`config.mk`:
```
export PLATFORM = sky130hd
export DESIGN_NAME = wb_lane
export DESIGN_NICKNAME = d
export VERILOG_FILES = /design/src/rtl/core_pkg.sv /design/src/rtl/wb_lane.sv
export SDC_FILE = /design/constraint.sdc
export NUM_CORES = 1
export LEC_CHECK = 0
export CORE_MARGIN = 4
export CORE_UTILIZATION = 18
export DETAILED_ROUTE_END_ITERATION = 12
export PLACE_DENSITY = 0.95
export SLEW_MARGIN = 5
export SYNTH_ARGS = -nofsm -noshare
export SYNTH_HDL_FRONTEND = slang
export SYNTH_SLANG_ARGS = --single-unit
```
`constraint.sdc`:
```
create_clock -name vclk -period 3.7
set_input_delay 0.555 -clock vclk [all_inputs]
set_output_delay 0.555 -clock vclk [all_outputs]
set_load 0.05 [all_outputs]
```
`src/rtl/core_pkg.sv`:
```
// Shared definitions for the write-back stage: opcodes, bubble encoding,
// FSM state type and the register-file write payload.
package core_pkg;

  localparam int unsigned SLOT_W = 32;
  localparam int unsigned XLEN   = 32;
  localparam int unsigned REG_AW = 5;
  localparam int unsigned OPC_W  = 6;

  localparam logic [OPC_W-1:0]  OP_LOAD     = 6'b010000;
  localparam logic [OPC_W-1:0]  OP_STORE    = 6'b010001;
  localparam logic [OPC_W-1:0]  OP_HALT     = 6'b111111;
  localparam logic [SLOT_W-1:0] BUBBLE_SLOT = {3'b111, 29'b0};

  typedef enum logic {
    RUN    = 1'b0,
    HALTED = 1'b1
  } wb_state_t;

  // One register-file write port
  typedef struct packed {
    logic              we;
    logic [REG_AW-1:0] addr;
    logic [XLEN-1:0]   data;
  } wb_port_t;

  // A slot carries work unless it is exactly the bubble pattern
  function automatic logic slot_valid(input logic [SLOT_W-1:0] slot);
    return slot != BUBBLE_SLOT;
  endfunction

endpackage

```
`src/rtl/wb_lane.sv`:
```
// One write-back slot: valid decode, halt detect, write-data select and
// write-enable generation. Purely combinational.
// Ports:
//   i_slot      slot instruction word
//   i_mem_data  BRAM half aligned with this slot (used on loads)
//   i_alt_data  data used when the slot is not a load
//   i_rt        destination register
//   i_rt_flag   slot writes a register
//   i_run       stage is in RUN state
//   o_valid_c   slot is not a bubble
//   o_halt_c    slot is a valid HALT
//   o_wr_c      selected write (before collision resolution)
module wb_lane
  import core_pkg::*;
(
  input  logic [SLOT_W-1:0] i_slot,
  input  logic [XLEN-1:0]   i_mem_data,
  input  logic [XLEN-1:0]   i_alt_data,
  input  logic [REG_AW-1:0] i_rt,
  input  logic              i_rt_flag,
  input  logic              i_run,
  output logic              o_valid_c,
  output logic              o_halt_c,
  output wb_port_t          o_wr_c
);

  logic [OPC_W-1:0] w_opcode;
  logic             w_is_load;

  // Decode and select; register 0 is never a write target
  always_comb begin
    w_opcode    = i_slot[SLOT_W-1 -: OPC_W];
    w_is_load   = (w_opcode == OP_LOAD);
    o_valid_c   = slot_valid(i_slot);
    o_halt_c    = o_valid_c & (w_opcode == OP_HALT);
    o_wr_c.we   = o_valid_c & i_rt_flag & (i_rt != '0) & i_run;
    o_wr_c.addr = i_rt;
    o_wr_c.data = w_is_load ? i_mem_data : i_alt_data;
  end

endmodule

```
### Yosys cells after proc, flatten, opt, wreduce, memory -nomap -nowiden

Index checks and enable logic that the tools add are counted.

* mux-type cells: 1
* reduce and logical (&&, ||, !) cells: 1
* eq/ne operators: 3
* bitwise operators: 4

Operators with widths (count)
* 2-to-1 mux 32 bit: 1
* != test 32 bit (second input constant): 1
* == test 6 x 5 -> 1 bit (second input constant): 1
* == test 6 bit (second input constant): 1
* nonzero test 5 bit: 1
* AND 1 bit: 4

* output and inout bits: 40
* input port bits: 103
* register bits: 0
* word-level logic and storage cells: 9

### Depth between registers and ports, before layout

* word-level depth: 4
* mapped depth: 4
* depth with buffers taken out: 3

### Worst setup path after synthesis

Ideal clock, no wire load.

* kind: input -> output
* start: input port i_slot[19]
* end: output port o_valid_c
* path slack: 1.345 ns
* cell stages on the path: 2
* arrival: 1.800 ns
* required time: 3.145 ns
* cells stage by stage: or4_1 or4_1

* word-level cells in the longest chain between the ends: 1

RTL lines
* start, declared: line wb_lane.sv:16 `input logic [SLOT_W-1:0] i_slot,`
* != test 32 bit: line core_pkg.sv:29 `return slot != BUBBLE_SLOT;`
* end, declared: line wb_lane.sv:22 `output logic o_valid_c,`

Every way passes these cells.

==> impl_metrics.ini <==
[outcome]
outcome = complete, no violations

[die]
num_rows = 19
start_util = 0.192
fp.dieW_um = 63.0
die_area_um2 = 3970
core_um2 = 2830
die_h_um = 63.0
pin_count = 143

[synth]
synth.top_cells.by_count = mux2_1 (30), buf_4 (5), nor4_1 (5)
synth_seq_area_share = 0
yosysUniqueCellTypes = 15
avgSynthCellArea_um2 = 8.78
synthesis.area_um2 = 544
synth.top_cell.area_share = 0.621
yosysTopAreaCell = mux2_1
synth_most_common_cell = mux2_1
synth_area_leaders = mux2_1 (62%), buf_4 (6.9%), nor4_1 (5.7%), mux2_2 (4.1%), or3_1 (3.4%)
syn_inst = 62
yosys_warnings = 0
syn-num-nets = 165

[clocking]
post_cts_resized = 0
post-cts-setup-buffers = 0
hold_buffers = 0

[drt]
viasPerCell = 4.60
drt_iter0_markers = 6
drc = 0
firstDrtPassIters = 2
routed_wl_mm = 3.66
antenna_left = 0
wl_per_cell_um = 16.0
vias = 1054

[global_routing]
grt_pass1_vias = 1178
grt_pass1_wl_mm = 5.40
track_usage = 0.166
grt_remaining_overflow = 0
grt_start_max_net_pins = 33
antenna_found_initial = 0

[power_and_ir_drop]
powerDensity_nw_per_um2 = 136
leakagePower_uw = 0.000746
ir_worst_vdd_mv = 0.0872

[place]
port-buffer-count = 143
dp_worst_setup_slack_ps = 362
place_congestion = 0.805
hpwl_mm = 3.40
dp_cells = 229

[worst_hold_path]
min_path_cells = 3
hp-class = in -> out

[sta]
fin_crit_sh = 0.905
worst_pin_slew_ps = 509
tns_ps = 0
max_freq_mhz = 299
drv_slew = 0
finalWorstSetupSlack_ps = 352
rsz0062_at_grt = no
min_period_ps = 3350
finalSetupViolCount = 0
hold_violations = 0
slew_headroom = 0.660

[setup_path]
critPathKind = in -> out
startpoint_type = input port
worstSetupEndpointType = output port
critPathArrivalTime_ps = 2790
required_ps = 3140
path_max_fanout = 2

[layout]
utilization = 0.668
finalNonFillerCells = 229
clkbuf_count = 0
nNetsFinal = 303
antenna_cells = 0
area_delta_synth_final_pct = 247
seqCellArea_um2 = 0
layout-drive-gt1-share = 0.177
seq_cell_count = 0
n_fill_cell = 227

[job]
max-cap-violations = 0
[metal layers]
layer	global-route usage	share of wire	wire, um
met1	0.151	0.31	1150
met2	0.372	0.60	2190
met3	0.0396	0.088	322
met4	0	0	0
met5	0	0	0
[worst paths after layout]
| kind | from | end |
|---|---|---|
| hold / removal | i_mem_data[8] | o_wr_c[8] |
| setup / recovery | i_slot[19] | o_wr_c[37] |
[placed cells by master, fill, tap and decap left out, drive strengths merged]
cell type,instances
clkdlybuf4s50,111
buf,33
mux2,32
nor4,5
nor2,3
nand3,3
or3,3
or4,2
nand2,1
nor3,1
nand2b,1
nand4,1
o311a,1
o31a,1
[logic make-up after synthesis]
family | Yosys count | share of synthesized area
compound gates | 2 | 0.0345
simple gates | 20 | 0.207
mux | 32 | 0.662
buf+inv | 8 | 0.0966
[through the flow]
stage	power (uW)	area (um^2)	hold slack, ps
final	258	1890	1860
after global placement	254	1890	1850
after global routing	269	1890	1870
after detailed placement	259	1890	1860
after floorplan	112	544	1280
after CTS	260	1890	1860
[critical path, stage by stage]
cell and delay [ps]:
clkdlybuf4s50_1 420, or4_1 540, or3_1 330, o31a_1 240, clkdlybuf4s50_1 700
[power breakdown]
part           internal (uW)  switching, uW  total (uW)  leakage (uW)
registers                  0              0           0             0
logic                    138            119         258      0.000746
clock network              0              0           0             0
[cell type report]
cell class         instances  area [um^2]  share of cell area
multi-input cells         54          492               0.260
well taps                 31         38.8              0.0205
repair buffers           144         1360               0.719
Power figures use the tool's default switching activity.
